`src/rtl/bram_arbiter_pkg.sv`:
```
// rtl/bram_arbiter_pkg.sv - shared types and constants for the BRAM arbiter
//
// Contents:
//   mem_req_t   : one captured memory request (instr, addr, wdata, wstrb)
//   arb_state_t : arbiter FSM states
//   PORT_I/D    : port indices used for owner and round-robin pointer
package bram_arbiter_pkg;

  typedef struct packed {
    logic        instr;
    logic [31:0] addr;
    logic [31:0] wdata;
    logic [3:0]  wstrb;
  } mem_req_t;

  typedef enum logic [1:0] {
    IDLE  = 2'd0,
    ISSUE = 2'd1,
    WAIT  = 2'd2
  } arb_state_t;

  localparam logic PORT_I = 1'b0;
  localparam logic PORT_D = 1'b1;

endpackage

```
`src/rtl/bram_arbiter_buf.sv`:
```
// rtl/bram_arbiter_buf.sv - one-entry request buffer for a single arbiter port
//
// Ports:
//   clk, rst   : clock, asynchronous active-low reset
//   i_capture  : load i_req and set the pending flag
//   i_req      : request fields presented by the port
//   i_clear    : drop the pending flag (request granted)
//   o_pend     : a request is waiting for a grant
//   o_req      : the buffered request fields
module bram_arbiter_buf
  import bram_arbiter_pkg::*;
(
  input  logic     clk,
  input  logic     rst,
  input  logic     i_capture,
  input  mem_req_t i_req,
  input  logic     i_clear,
  output logic     o_pend,
  output mem_req_t o_req
);

  logic     r_pend;
  mem_req_t r_req;

  always_ff @(posedge clk or negedge rst) begin
    if (!rst) begin
      r_pend <= 1'b0;
      r_req  <= '0;
    end else begin
      if (i_capture) begin
        r_req <= i_req;
      end
      // Clear wins over capture: both on the same edge means the incoming
      // request was granted straight through without waiting in the buffer.
      if (i_clear) begin
        r_pend <= 1'b0;
      end else if (i_capture) begin
        r_pend <= 1'b1;
      end
    end
  end

  assign o_pend = r_pend;
  assign o_req  = r_req;

endmodule

```
`src/rtl/bram_arbiter.sv`:
```
// rtl/bram_arbiter.sv - shares one single-port BRAM between fetch (I) and load/store (D)
//
// Ports:
//   rst, clk                : asynchronous active-low reset, clock
//   imem_* (valid/instr/addr/wdata/wstrb -> rdata/ready) : port I requester
//   dmem_* (same)           : port D requester
//   bram_* (valid/instr/addr/wdata/wstrb <- rdata/ready) : downstream BRAM
// Parameters:
//   PRIO_MODE : 0 = round-robin on ties, 1 = port D always wins ties
module bram_arbiter
  import bram_arbiter_pkg::*;
#(
  parameter int PRIO_MODE = 0
) (
  input  logic        rst,
  input  logic        clk,
  input  logic        imem_valid,
  input  logic        imem_instr,
  input  logic [31:0] imem_addr,
  input  logic [31:0] imem_wdata,
  input  logic [3:0]  imem_wstrb,
  output logic [31:0] imem_rdata,
  output logic        imem_ready,
  input  logic        dmem_valid,
  input  logic        dmem_instr,
  input  logic [31:0] dmem_addr,
  input  logic [31:0] dmem_wdata,
  input  logic [3:0]  dmem_wstrb,
  output logic [31:0] dmem_rdata,
  output logic        dmem_ready,
  output logic        bram_valid,
  output logic        bram_instr,
  output logic [31:0] bram_addr,
  output logic [31:0] bram_wdata,
  output logic [3:0]  bram_wstrb,
  input  logic [31:0] bram_rdata,
  input  logic        bram_ready
);

  arb_state_t  r_state;
  logic        r_owner;
  logic        r_rr;
  logic        r_bvalid;
  logic        r_binstr;
  logic [31:0] r_baddr;
  logic [31:0] r_bwdata;
  logic [3:0]  r_bwstrb;
  logic [31:0] r_irdata;
  logic [31:0] r_drdata;

  mem_req_t w_i_in, w_d_in, w_i_buf, w_d_buf, w_i_eff, w_d_eff, w_win_req;
  logic     w_i_pend, w_d_pend;
  logic     w_done, w_i_busy, w_d_busy, w_i_cap, w_d_cap;
  logic     w_pi, w_pd, w_any, w_tie, w_win, w_issue, w_i_clr, w_d_clr;

  assign w_i_in = '{instr: imem_instr, addr: imem_addr, wdata: imem_wdata, wstrb: imem_wstrb};
  assign w_d_in = '{instr: dmem_instr, addr: dmem_addr, wdata: dmem_wdata, wstrb: dmem_wstrb};

  // The completing access is finished on this edge, so its owner is no
  // longer considered busy and may have a new request captured.
  assign w_done   = (r_state == WAIT) && bram_ready;
  assign w_i_busy = (r_state != IDLE) && (r_owner == PORT_I) && !w_done;
  assign w_d_busy = (r_state != IDLE) && (r_owner == PORT_D) && !w_done;
  assign w_i_cap  = imem_valid && !w_i_pend && !w_i_busy;
  assign w_d_cap  = dmem_valid && !w_d_pend && !w_d_busy;

  // On the completion edge a request arriving in that same cycle is eligible
  // for the next grant, so back-to-back traffic never passes through IDLE.
  assign w_pi    = w_i_pend || (w_done && w_i_cap);
  assign w_pd    = w_d_pend || (w_done && w_d_cap);
  assign w_i_eff = w_i_pend ? w_i_buf : w_i_in;
  assign w_d_eff = w_d_pend ? w_d_buf : w_d_in;

  always_comb begin
    w_any = w_pi || w_pd;
    w_tie = w_pi && w_pd;
    w_win = PORT_I;
    if (w_tie) begin
      w_win = (PRIO_MODE == 1) ? PORT_D : r_rr;
    end else if (w_pd) begin
      w_win = PORT_D;
    end
    w_win_req = (w_win == PORT_D) ? w_d_eff : w_i_eff;
  end

  assign w_issue = ((r_state == IDLE) || w_done) && w_any;
  assign w_i_clr = w_issue && (w_win == PORT_I);
  assign w_d_clr = w_issue && (w_win == PORT_D);

  bram_arbiter_buf u_buf_i (
    .clk       (clk),
    .rst       (rst),
    .i_capture (w_i_cap),
    .i_req     (w_i_in),
    .i_clear   (w_i_clr),
    .o_pend    (w_i_pend),
    .o_req     (w_i_buf)
  );

  bram_arbiter_buf u_buf_d (
    .clk       (clk),
    .rst       (rst),
    .i_capture (w_d_cap),
    .i_req     (w_d_in),
    .i_clear   (w_d_clr),
    .o_pend    (w_d_pend),
    .o_req     (w_d_buf)
  );

  always_ff @(posedge clk or negedge rst) begin
    if (!rst) begin
      r_state  <= IDLE;
      r_owner  <= PORT_I;
      r_rr     <= PORT_I;
      r_bvalid <= 1'b0;
      r_binstr <= 1'b0;
      r_baddr  <= '0;
      r_bwdata <= '0;
      r_bwstrb <= '0;
      r_irdata <= '0;
      r_drdata <= '0;
    end else begin
      assert (!imem_valid || w_i_cap) else $error("bram_arbiter: overlap on I");
      assert (!dmem_valid || w_d_cap) else $error("bram_arbiter: overlap on D");

      if (w_done) begin
        if (r_owner == PORT_I) begin
          r_irdata <= bram_rdata;
        end else begin
          r_drdata <= bram_rdata;
        end
      end

      if (w_issue) begin
        r_state  <= ISSUE;
        r_owner  <= w_win;
        r_bvalid <= 1'b1;
        r_binstr <= w_win_req.instr;
        r_baddr  <= w_win_req.addr;
        r_bwdata <= w_win_req.wdata;
        r_bwstrb <= w_win_req.wstrb;
        // Only contested grants advance the round-robin pointer.
        if (w_tie && (PRIO_MODE == 0)) begin
          r_rr <= ~r_rr;
        end
      end else begin
        case (r_state)
          ISSUE: begin
            r_state  <= WAIT;
            r_bvalid <= 1'b0;
            r_bwstrb <= '0;
          end
          WAIT: begin
            if (bram_ready) begin
              r_state <= IDLE;
            end
          end
          default: r_state <= IDLE;
        endcase
      end
    end
  end

  assign bram_valid = r_bvalid;
  assign bram_instr = r_binstr;
  assign bram_addr  = r_baddr;
  assign bram_wdata = r_bwdata;
  assign bram_wstrb = r_bwstrb;

  // Ready and data are returned in the BRAM's own ready cycle; the rdata
  // register keeps the last value for the port afterwards.
  assign imem_ready = w_done && (r_owner == PORT_I);
  assign dmem_ready = w_done && (r_owner == PORT_D);
  assign imem_rdata = imem_ready ? bram_rdata : r_irdata;
  assign dmem_rdata = dmem_ready ? bram_rdata : r_drdata;

endmodule
```
`config.mk`:
```
export PLATFORM = sky130hd
export DESIGN_NAME = bram_arbiter
export DESIGN_NICKNAME = d
export VERILOG_FILES = /design/src/rtl/bram_arbiter_pkg.sv /design/src/rtl/bram_arbiter_buf.sv /design/src/rtl/bram_arbiter.sv
export SDC_FILE = /design/constraint.sdc
export NUM_CORES = 1
export LEC_CHECK = 0
export BUFFER_PORTS_ARGS = -buffer_cell sky130_fd_sc_hd__buf_2
export CAP_MARGIN = 20
export CORE_ASPECT_RATIO = 0.6
export CORE_UTILIZATION = 45
export DETAILED_ROUTE_END_ITERATION = 8
export GPL_ROUTABILITY_DRIVEN = 0
export PLACE_DENSITY = 0.72
export SKIP_CTS_REPAIR_TIMING = 1
export SLEW_MARGIN = 30
export SYNTH_ARGS = -nofsm -noshare
export SYNTH_HDL_FRONTEND = slang
export SYNTH_SLANG_ARGS = --single-unit
```
`constraint.sdc`:
```
create_clock -name clk -period 1.85 [get_ports clk]
set_input_delay 0.185 -clock clk [delete_from_list [all_inputs] [get_ports clk]]
set_output_delay 0.185 -clock clk [all_outputs]
set_load 0.05 [all_outputs]
```
==> results.py, run 1 <==
metrics = {
    "pwr": {
        "power.net_switching_uw": 16100,
        "peak_supply_drop_uv": 1510,
        "total_leakage_power_uw": 0.00836,
        "int_power_uw": 21000,
        "swShare_pct": 43.4,
        "p_clk_share_pct": 16.8,
        "p_per_area_nw_per_um2": 2060,
        "pwr-share-seq_pct": 29.1,
        "combinationalPowerShare_pct": 54.1,
    },
    "placement": {
        "placedInstanceArea_sq_um": 14600,
        "numPortBuffers": 310,
        "place_worst_setup_slack_ns": -0.108,
        "post-dp-hpwl_mm": 21.9,
        "dpl.cell_count": 1516,
    },
    "sta": {
        "hold_viol": 0,
        "setup_viol_count_final": 66,
        "layout_min_cycle_time_ns": 2.39,
        "setup-tns-final_ns": -31.83,
        "postLayoutSetupSlackWorst_ns": -0.542,
        "fin_skew_ns": 0.0170,
        "fin_crit_sh_pct": 129,
        "report.final.slew_viol_count": 0,
        "unrepaired_setup_endpoints_after_global_routing": "true",
        "slew_headroom_pct": 70.2,
        "fmaxAchievable_mhz": 418,
        "worst_slew_pin_slew_ns": 0.447,
    },
    "route": {
        "vias_per_cell": 5.38,
        "antenna_violating_nets_post_route": 0,
        "dr.first_iter.drc_count": 599,
        "drt_pre_antenna_iters": 5,
        "totalWireLength_mm": 37.1,
        "vias": 9469,
        "wire_per_inst_um": 21.1,
        "post-route-drc-count": 0,
    },
    "synth": {
        "postSynth.topFlopCell": "sky130_fd_sc_hd__dfrtp_1",
        "synth-edff-count": 0,
        "yosysTopAreaCellShare_pct": 56.4,
        "postSynthCellCount": 870,
        "synthesis.nets": 1045,
        "count_leader_synth": "sky130_fd_sc_hd__dfrtp_1",
        "synthTopCellsByArea": "sky130_fd_sc_hd__dfrtp_1 (56%), sky130_fd_sc_hd__mux2_2 (22%), sky130_fd_sc_hd__mux2i_1 (5.9%), sky130_fd_sc_hd__a32oi_1 (4.6%), sky130_fd_sc_hd__mux2_1 (2.4%)",
        "syn-cell-area_sq_um": 12300,
        "synthesis.yosys.warnings": 0,
        "synth.ff_latch_count": 278,
        "ys_seq_area_share_pct": 56.4,
        "synthDistinctLibCells": 35,
        "post_synth_most_frequent_cells": "sky130_fd_sc_hd__dfrtp_1 (278), sky130_fd_sc_hd__mux2_2 (245), sky130_fd_sc_hd__mux2i_1 (73)",
        "synthDominantAreaCellType": "sky130_fd_sc_hd__dfrtp_1",
        "async_flop_share_pct": 100,
        "syn_area_per_cell_sq_um": 14.2,
    },
    "worst_setup_path": {
        "worstSetupStartpointType": "flip-flop",
        "cpMaxStageDelayCell": "sky130_fd_sc_hd__dfrtp_1",
        "path_cells": "and3b_2 -> nor2b_4 -> buf_12 -> clkbuf_16 -> mux2_4 -> buf_6",
        "critical_path.max_stage_delay_ns": 0.39,
        "critical_path_data_required_time_ns": 1.66,
        "worst-r2r-cell-count": 6,
        "worstSetupEndpointType": "output pin",
        "arrival_time_at_the_worst_endpoint_ns": 2.21,
        "crit_type": "flip-flop to output pin",
        "regToRegSetupSlack_ns": 0.01,
        "worst-path-max-fanout": 8,
    },
    "grt": {
        "number_of_antenna_violations_at_the_first_check_in_global_routing": 3,
        "first_pass_grt_wire_length_mm": 49.1,
        "grt.overflow.total": 0,
        "first_global_vias": 8729,
        "groute.usage.overall_pct": 22.3,
        "grt_start_max_net_pins": 76,
    },
    "final_layout": {
        "area_growth_syn_to_layout_pct": 45.4,
        "final_cell_area_sq_um": 17900,
        "final_layout_size_suffix_gt1_share_pct": 49.0,
        "num-nets-final": 1551,
        "final-instance-count-excl-fill": 1760,
    },
    "min_path": {
        "holdCritPathClass": "primary input to flip-flop",
        "holdPathStages": 3,
    },
    "run_status": {
        "status": "finished, violations left",
        "violations": "setup timing",
    },
    "clocking": {
        "source_to_sink_clock_delay_at_the_later_pin_of_the_worst_skew_pair_ns": 0.55,
        "ctsRootBufferMaster": "sky130_fd_sc_hd__clkbuf_16",
        "cts_buffers": 28,
        "clock_tree_from_tritoncts": "done",
        "htree_num_levels": 1,
        "clock_path_buffers": 3,
        "worst_setup_hold_path_clk_slew_ns": 0.07,
        "clock_sink_count": 278,
    },
    "floorplan": {
        "site_row_count": 46,
        "floorplan.die_area_sq_um": 28100,
        "chipHeight_um": 130,
        "fp.dieW_um": 216,
        "core_area_sq_um": 26600,
        "ioPinCount": 311,
        "start_util_pct": 46.3,
    },
    "run": {
        "drv_cap": 0,
    },
}
## registers in the layout (all words and copies together), names as in the netlist
register,cells
bram_addr,32
bram_instr,1
bram_valid,1
bram_wdata,32
bram_wstrb,4
r_drdata,32
r_irdata,32
r_owner,1
r_rr,1
r_state,2
u_buf_d.o_pend,1
u_buf_d.o_req,69
u_buf_i.o_pend,1
u_buf_i.o_req,69
## path summary, 6_finish.rpt
check,startpoint,to
max,r_state[0],imem_rdata[5]
min,dmem_valid,u_buf_d.o_pend
max reg2reg,r_state[0],bram_wstrb[1]
min reg2reg,u_buf_d.o_req[46],u_buf_d.o_req[46]
max in group asynchronous,rst,u_buf_d.o_req[4]
min in group asynchronous,rst,r_irdata[4]
## cell families (layout without fill, tap and decap cells)
logic type / count (synthesis) / after routing / synth area share (%)
AOI/OAI and AO/OA: 148 / 148 / 8.42
xor gates and xnor gates: 1 / 1 / 0.0710
buffers and inverters: 71 / 598 / 3.06
DFF: 278 / 278 / 56.4
muxes: 344 / 344 / 30.7
other: 0 / 3 / 0
and+or+nand+nor: 28 / 28 / 1.37
## critical path: cells and delay by family (launching register included)
family	cells	cell delay, ns
and+or+nand+nor	2	0.43
buffers and inverters	3	0.50
muxes	1	0.33
DFF	1	0.39
## final cells by class
type / count / area [sq um]
clock buffers: 37 / 796
inverters: 5 / 18.8
diodes: 3 / 7.51
repair buffers: 542 / 4300
flip-flops and latches: 278 / 6960
fillers: 1886 / 8720
clock inverters: 14 / 211
multi-input cells: 521 / 5190
well taps: 360 / 450
## cell usage in the layout, fill, tap and decap left out, drive strengths merged, types with 2 or more instances in the layout
cell type,instances
nor4,8
mux2i,73
clkbuf,42
dfrtp,278
inv,5
dlygate4sd3,172
diode,3
nor3,2
bufinv,5
a32oi,65
buf,365
mux2,271
nand2,10
a22o,4
a21oi,5
o21ai,69
clkinv,7
clkinvlp,2
## metal layers
metal	GRT usage [%]	vias to the layer above	wire (um)
met2	34.5	269	17700
met4	5.42	0	762
met5	0	-	0
met1	31.1	4862	16700
li1	-	4279	-
met3	6.46	59	2040
## stage by stage
step | total power, uW | hold slack [ns] | utilization [%]
final | 37000 | 0.0139 | 67.3
after global routing | 38800 | 0.0101 | 67.3
after CTS | 35100 | -0.583 | 58.6
after detailed placement | 28900 | 0.00446 | 54.8
after global placement | 28400 | 0.00155 | 54.8
after floorplan | 23900 | -0.111 | -
## power groups by stage
stage | Sequential (uW) | Clock [uW] | Combinational [uW]
2_1_floorplan | 12700 | 0 | 11200
3_3_place_gp | 10500 | 0 | 17800
3_5_place_dp | 10700 | 0 | 18200
4_1_cts | 10600 | 6300 | 18200
5_1_grt | 11100 | 6560 | 21200
6_report | 10800 | 6220 | 20000
Note: power is estimated with default switching activity, not from simulation.
==> inputs of run 2 (changes only) <==
Settings changed: SETUP_SLACK_MARGIN set to 0.2.
==> run 2 against run 1 <==
Clock skew about the same. Critical path depth unchanged. Via count up 7.8%. The flow finishes with violations (hold timing, setup timing). Register-to-register slack worse by 0.14 ns. Sequential power about the same. Routed wire length up 23%. Largest cell class unchanged. Setup slack better by 0.041 ns. Highest routed layer is now met5. Maximum frequency up 1.8%.
==> results.py, run 2 (same netlist as run 1, synthesis figures left out) <==
metrics = {
    "grt": {
        "groute.usage.overall_pct": 22.9,
        "first_pass_grt_wire_length_mm": 50.1,
        "grt.overflow.total": 0,
        "first_global_vias": 8836,
        "number_of_antenna_violations_at_the_first_check_in_global_routing": 1,
        "grt_start_max_net_pins": 66,
    },
    "run": {
        "drv_cap": 0,
    },
    "route": {
        "totalWireLength_mm": 45.8,
        "antenna_violating_nets_post_route": 0,
        "vias_per_cell": 5.60,
        "wire_per_inst_um": 25.1,
        "drt_pre_antenna_iters": 5,
        "dr.first_iter.drc_count": 786,
        "highest-signal-layer": "met5",
        "met1Wirelength_mm": 20.7,
        "vias": 10200,
        "post-route-drc-count": 0,
        "wl_met2_mm": 20.7,
        "wl_met3_mm": 3.45,
    },
    "sta": {
        "layout_min_cycle_time_ns": 2.35,
        "postLayoutSetupSlackWorst_ns": -0.501,
        "unrepaired_setup_endpoints_after_global_routing": "true",
        "report.final.slew_viol_count": 0,
        "worst_slew_pin_slew_ns": 0.634,
        "slew_headroom_pct": 57.7,
        "hold_viol": 1,
        "fin_crit_sh_pct": 127,
        "fin_skew_ns": 0.0171,
        "fmaxAchievable_mhz": 425,
        "worst_hold_slack_ns": -0.0188,
        "setup-tns-final_ns": -40.83,
        "setup_viol_count_final": 254,
    },
    "worst_setup_path": {
        "path_delay_family": "buffers and inverters",
        "crit_type": "flip-flop to output pin",
        "worstSetupStartpointType": "flip-flop",
        "critical_path.max_stage_delay_ns": 0.41,
        "critical_path_data_required_time_ns": 1.66,
        "cp_common_cell": "sky130_fd_sc_hd__buf_12",
        "cp_num_buf_inv": 3,
        "arrival_time_at_the_worst_endpoint_ns": 2.17,
        "worst-path-max-fanout": 10,
        "path_cells": "and3b_1 -> nor2b_4 -> buf_12 -> buf_12 -> mux2_2 -> buf_6",
        "worstSetupEndpointType": "output pin",
        "cpMaxStageDelayCell": "sky130_fd_sc_hd__dfrtp_1",
    },
    "run_status": {
        "status": "finished, violations left",
        "violations": "hold timing, setup timing",
    },
    "clocking": {
        "clock_sink_count": 278,
        "cts_buffers": 28,
        "source_to_sink_clock_delay_at_the_later_pin_of_the_worst_skew_pair_ns": 0.56,
        "htree_num_levels": 1,
        "clock_path_buffers": 3,
        "worst_setup_hold_path_clk_slew_ns": 0.07,
        "ctsRootBufferMaster": "sky130_fd_sc_hd__clkbuf_16",
        "clock_tree_from_tritoncts": "done",
    },
    "final_layout": {
        "num-nets-final": 1617,
        "mostFrequentLayoutCells": "sky130_fd_sc_hd__dfrtp_1 (276), sky130_fd_sc_hd__buf_2 (243), sky130_fd_sc_hd__dlygate4sd3_1 (171)",
        "antenna_cells": 0,
        "area_growth_syn_to_layout_pct": 61.5,
        "layout_commonest_cell": "sky130_fd_sc_hd__dfrtp_1",
        "final_layout_size_suffix_gt1_share_pct": 55.7,
        "fin_util_pct": 74.7,
    },
    "placement": {
        "post-dp-hpwl_mm": 23.1,
        "numPortBuffers": 310,
        "place_worst_setup_slack_ns": -0.0672,
    },
    "floorplan": {
        "chipHeight_um": 130,
        "fp.dieW_um": 216,
        "ioPinCount": 311,
        "site_row_count": 46,
        "core_area_sq_um": 26600,
        "floorplan.die_area_sq_um": 28100,
        "start_util_pct": 46.3,
    },
    "pwr": {
        "p_per_area_nw_per_um2": 2160,
        "peak_supply_drop_uv": 1180,
        "total_leakage_power_uw": 0.00953,
    },
    "min_path": {
        "holdCritPathClass": "primary input to flip-flop",
    },
}
==> run 2: area by class of cell <==
cell class / instances / area (sq um)
fillers: 1620 / 6730
multi-input cells: 523 / 5960
clock inverters: 10 / 136
flip-flops and latches: 278 / 6960
well taps: 360 / 450
clock buffers: 39 / 823
repair buffers: 606 / 5570
inverters: 5 / 18.8
==> run 2: worst min-delay path: cells and delay by family <==
kind / cells / cell delay (ns)
AOI/OAI and AO/OA: 2 / 0.17
buffers and inverters: 1 / 0.14
==> run 2: path summary, 6_finish.rpt <==
path                             from                 to  slack [ns]  cells past startpoint
max in group asynchronous         rst        r_irdata[0]        0.95                      3
min                        imem_valid     u_buf_i.o_pend       -0.02                      3
max reg2reg                r_state[1]   u_buf_d.o_req[4]       -0.13                      8
min in group asynchronous         rst  u_buf_i.o_req[16]        0.21                      2
max                        r_state[1]     imem_rdata[31]       -0.50                      6
min reg2reg                bram_valid         bram_valid        0.48                      2
==> run 2: per-stage QoR <==
step	instance area (sq um)	instances	total power [uW]	hold WS, ns
floorplan	12600	870	24500	-0.111
global placement	14900	1524	28800	0.214
detailed placement	14900	1524	29300	0.212
CTS	15900	1573	35300	-0.368
global route	19900	1821	44400	0.0129
finish	19900	1821	43000	-0.0188
==> run 2: where the power goes <==
part	leakage (uW)	internal (uW)	total (uW)	switching [uW]
Sequential	0.00334	9220	11000	1760
Combinational	0.00573	11500	26000	14500
Clock	0.000464	3510	6000	2490
==> run 2: per-layer routing <==
metal	GRT usage (%)	vias up
li1	-	4438
met1	32.3	5287
met2	35.2	395
met3	6.48	81
met4	4.63	2
met5	0	-
==> inputs of run 3 (changes only) <==
Settings changed: BUFFER_PORTS_ARGS -buffer_cell sky130_fd_sc_hd__buf_2 to -buffer_cell sky130_fd_sc_hd__clkbuf_2.
==> run 3 against run 2 <==
The run ends with setup timing left. Combinational power is 13% lower. Critical endpoint is now imem_rdata[27]. Worst hold slack better by 0.19 ns. Clock power fell by 8.8%. Cell area shrank 5.1%. Sequential share of layout area grew 1.9 points. Maximum frequency fell by 1.2%. Cell count decreased by 1.4%.
==> results.py, run 3 (same netlist as run 1, synthesis figures left out) <==
metrics = {
    "clocking": {
        "clock_path_buffers": 3,
        "ctsRootBufferMaster": "sky130_fd_sc_hd__clkbuf_16",
        "source_to_sink_clock_delay_at_the_later_pin_of_the_worst_skew_pair_ns": 0.55,
        "worst_setup_hold_path_clk_slew_ns": 0.07,
        "clock_tree_from_tritoncts": "done",
        "clock_sink_count": 278,
        "cts_buffers": 27,
        "htree_num_levels": 1,
    },
    "grt": {
        "groute.usage.overall_pct": 22.9,
        "grt_start_max_net_pins": 61,
        "first_global_vias": 8709,
        "first_pass_grt_wire_length_mm": 50.2,
        "number_of_antenna_violations_at_the_first_check_in_global_routing": 3,
        "grt.overflow.total": 0,
    },
    "final_layout": {
        "final-instance-count-excl-fill": 1796,
        "layout_commonest_cell": "sky130_fd_sc_hd__dfrtp_1",
        "final_layout_size_suffix_gt1_share_pct": 51.2,
        "mostFrequentLayoutCells": "sky130_fd_sc_hd__dfrtp_1 (276), sky130_fd_sc_hd__clkbuf_2 (243), sky130_fd_sc_hd__dlygate4sd3_1 (173)",
        "final_cell_area_sq_um": 18900,
        "fillers": 1761,
        "area_growth_syn_to_layout_pct": 53.2,
        "regArea_sq_um": 6960,
        "num-nets-final": 1590,
        "multi_input_comb_area_sq_um": 5450,
    },
    "worst_setup_path": {
        "crit_type": "flip-flop to output pin",
        "worst-r2r-cell-count": 8,
        "regToRegEndpoint": "u_buf_d.o_req[24]",
        "critical_path.max_stage_delay_ns": 0.37,
        "worst-path-max-fanout": 6,
        "cp_num_buf_inv": 3,
        "path_cells": "and3b_2 -> nor2b_4 -> buf_12 -> clkbuf_16 -> mux2_4 -> buf_8",
        "critical_path_data_required_time_ns": 1.66,
        "cpMaxStageDelayCell": "sky130_fd_sc_hd__dfrtp_1",
        "regToRegStartpoint": "r_state[1]",
        "arrival_time_at_the_worst_endpoint_ns": 2.19,
        "regToRegSetupSlack_ns": -0.14,
        "worstSetupEndpointType": "output pin",
        "worstSetupStartpointType": "flip-flop",
        "setup.worst_path.start": "r_state[0]",
        "worst-path-stages": 6,
        "path_delay_family": "buffers and inverters",
        "setup.worst_path.end": "imem_rdata[27]",
    },
    "route": {
        "antenna_violating_nets_post_route": 0,
        "wire_per_inst_um": 22.9,
        "dr.first_iter.drc_count": 716,
        "vias": 9868,
        "vias_per_cell": 5.49,
        "post-route-drc-count": 0,
        "totalWireLength_mm": 41.2,
        "drt_pre_antenna_iters": 5,
    },
    "sta": {
        "report.final.slew_viol_count": 0,
        "slew_headroom_pct": 62.1,
        "setup_viol_count_final": 197,
        "fin_skew_ns": 0.0112,
        "fmaxAchievable_mhz": 420,
        "hold_viol": 0,
        "postLayoutSetupSlackWorst_ns": -0.529,
        "layout_min_cycle_time_ns": 2.38,
        "fin_crit_sh_pct": 129,
        "worst_slew_pin_slew_ns": 0.568,
        "unrepaired_setup_endpoints_after_global_routing": "true",
    },
    "run_status": {
        "violations": "setup timing",
        "status": "finished, violations left",
    },
    "pwr": {
        "p_per_area_nw_per_um2": 2060,
        "peak_supply_drop_uv": 1210,
        "total_leakage_power_uw": 0.00901,
    },
    "placement": {
        "placedInstanceArea_sq_um": 14900,
        "dpl.cell_count": 1530,
        "post-dp-hpwl_mm": 23.2,
        "numPortBuffers": 310,
    },
    "floorplan": {
        "floorplan.die_area_sq_um": 28100,
        "start_util_pct": 46.3,
        "site_row_count": 46,
        "chipHeight_um": 130,
        "fp.dieW_um": 216,
        "core_area_sq_um": 26600,
        "ioPinCount": 311,
    },
    "min_path": {
        "holdCritPathClass": "primary input to asynchronous set/reset pin",
    },
    "run": {
        "drv_cap": 0,
    },
}
run 3: cell count changes in the layout (fill, tap and decap cells not counted), moves of 27 or more:
| cell | change |
|---|---|
| sky130_fd_sc_hd__a32oi_1 | +27 |
| sky130_fd_sc_hd__buf_2 | -243 |
| sky130_fd_sc_hd__clkbuf_2 | +243 |
| sky130_fd_sc_hd__mux2_2 | +36 |
| sky130_fd_sc_hd__mux2_4 | -37 |
| sky130_fd_sc_hd__o21ai_0 | +40 |
run 3: worst min-delay path by stage:
| stage | to | cells after the start | from | slack [ns] |
|---|---|---|---|---|
| after floorplan | bram_addr[0] | 0 | rst | -0.11 |
| after global placement | u_buf_i.o_req[16] | 1 | rst | 0.18 |
| after detailed placement | u_buf_i.o_req[16] | 1 | rst | 0.18 |
| after CTS | u_buf_i.o_pend | 1 | rst | -0.40 |
| after global routing | u_buf_i.o_req[16] | 2 | rst | 0.21 |
| final | u_buf_i.o_req[16] | 2 | rst | 0.17 |
run 3: cell type report:
type                            count  area share (%)
Antenna cell                        4          0.0530
Clock buffer                       36            3.97
Clock inverter                     10           0.503
Inverter                            5          0.0993
Multi-Input combinational cell    521            28.8
Sequential cell                   278            36.9
Tap cell                          360            2.38
Timing Repair Buffer              582            27.3
run 3: layer usage:
metal / share of wire [%] / vias to the layer above / global-route usage, %
li1: - / 4361 / -
met1: 45 / 5068 / 33.0
met3: 5.9 / 78 / 6.46
met2: 47 / 361 / 34.5
met5: 0 / - / 0
met4: 2.3 / 0 / 4.13
run 3: worst reg2reg max path, stage by stage (launching register included):
cell and delay (ns):
sky130_fd_sc_hd__dfrtp_1 0.39, sky130_fd_sc_hd__buf_6 0.13, sky130_fd_sc_hd__and2b_4 0.18, sky130_fd_sc_hd__buf_12 0.13, sky130_fd_sc_hd__o21ai_2 0.12, sky130_fd_sc_hd__nand3b_1 0.22
sky130_fd_sc_hd__buf_8 0.24, sky130_fd_sc_hd__clkbuf_16 0.18, sky130_fd_sc_hd__mux2_2 0.28
run 3: stage by stage:
step	hold WS, ns	util (%)	TNS (ns)	power, uW	worst slack (ns)
after floorplan	-0.111	-	0	24500	0.0798
after CTS	-0.403	59.2	-36.09	34900	-0.601
after global routing	0.214	70.9	-53.66	40500	-0.563
after detailed placement	0.181	56.0	-0.551	29400	-0.0302
after global placement	0.178	56.0	-0.765	28900	-0.0316
final	0.169	70.9	-41.54	38800	-0.529
run 3: power breakdown:
part | switching [uW] | internal (uW) | leakage (uW)
clock network | 2480 | 2990 | 0.000411
logic | 12800 | 9670 | 0.00526
registers | 1670 | 9220 | 0.00334
total | 17000 | 21900 | 0.00901
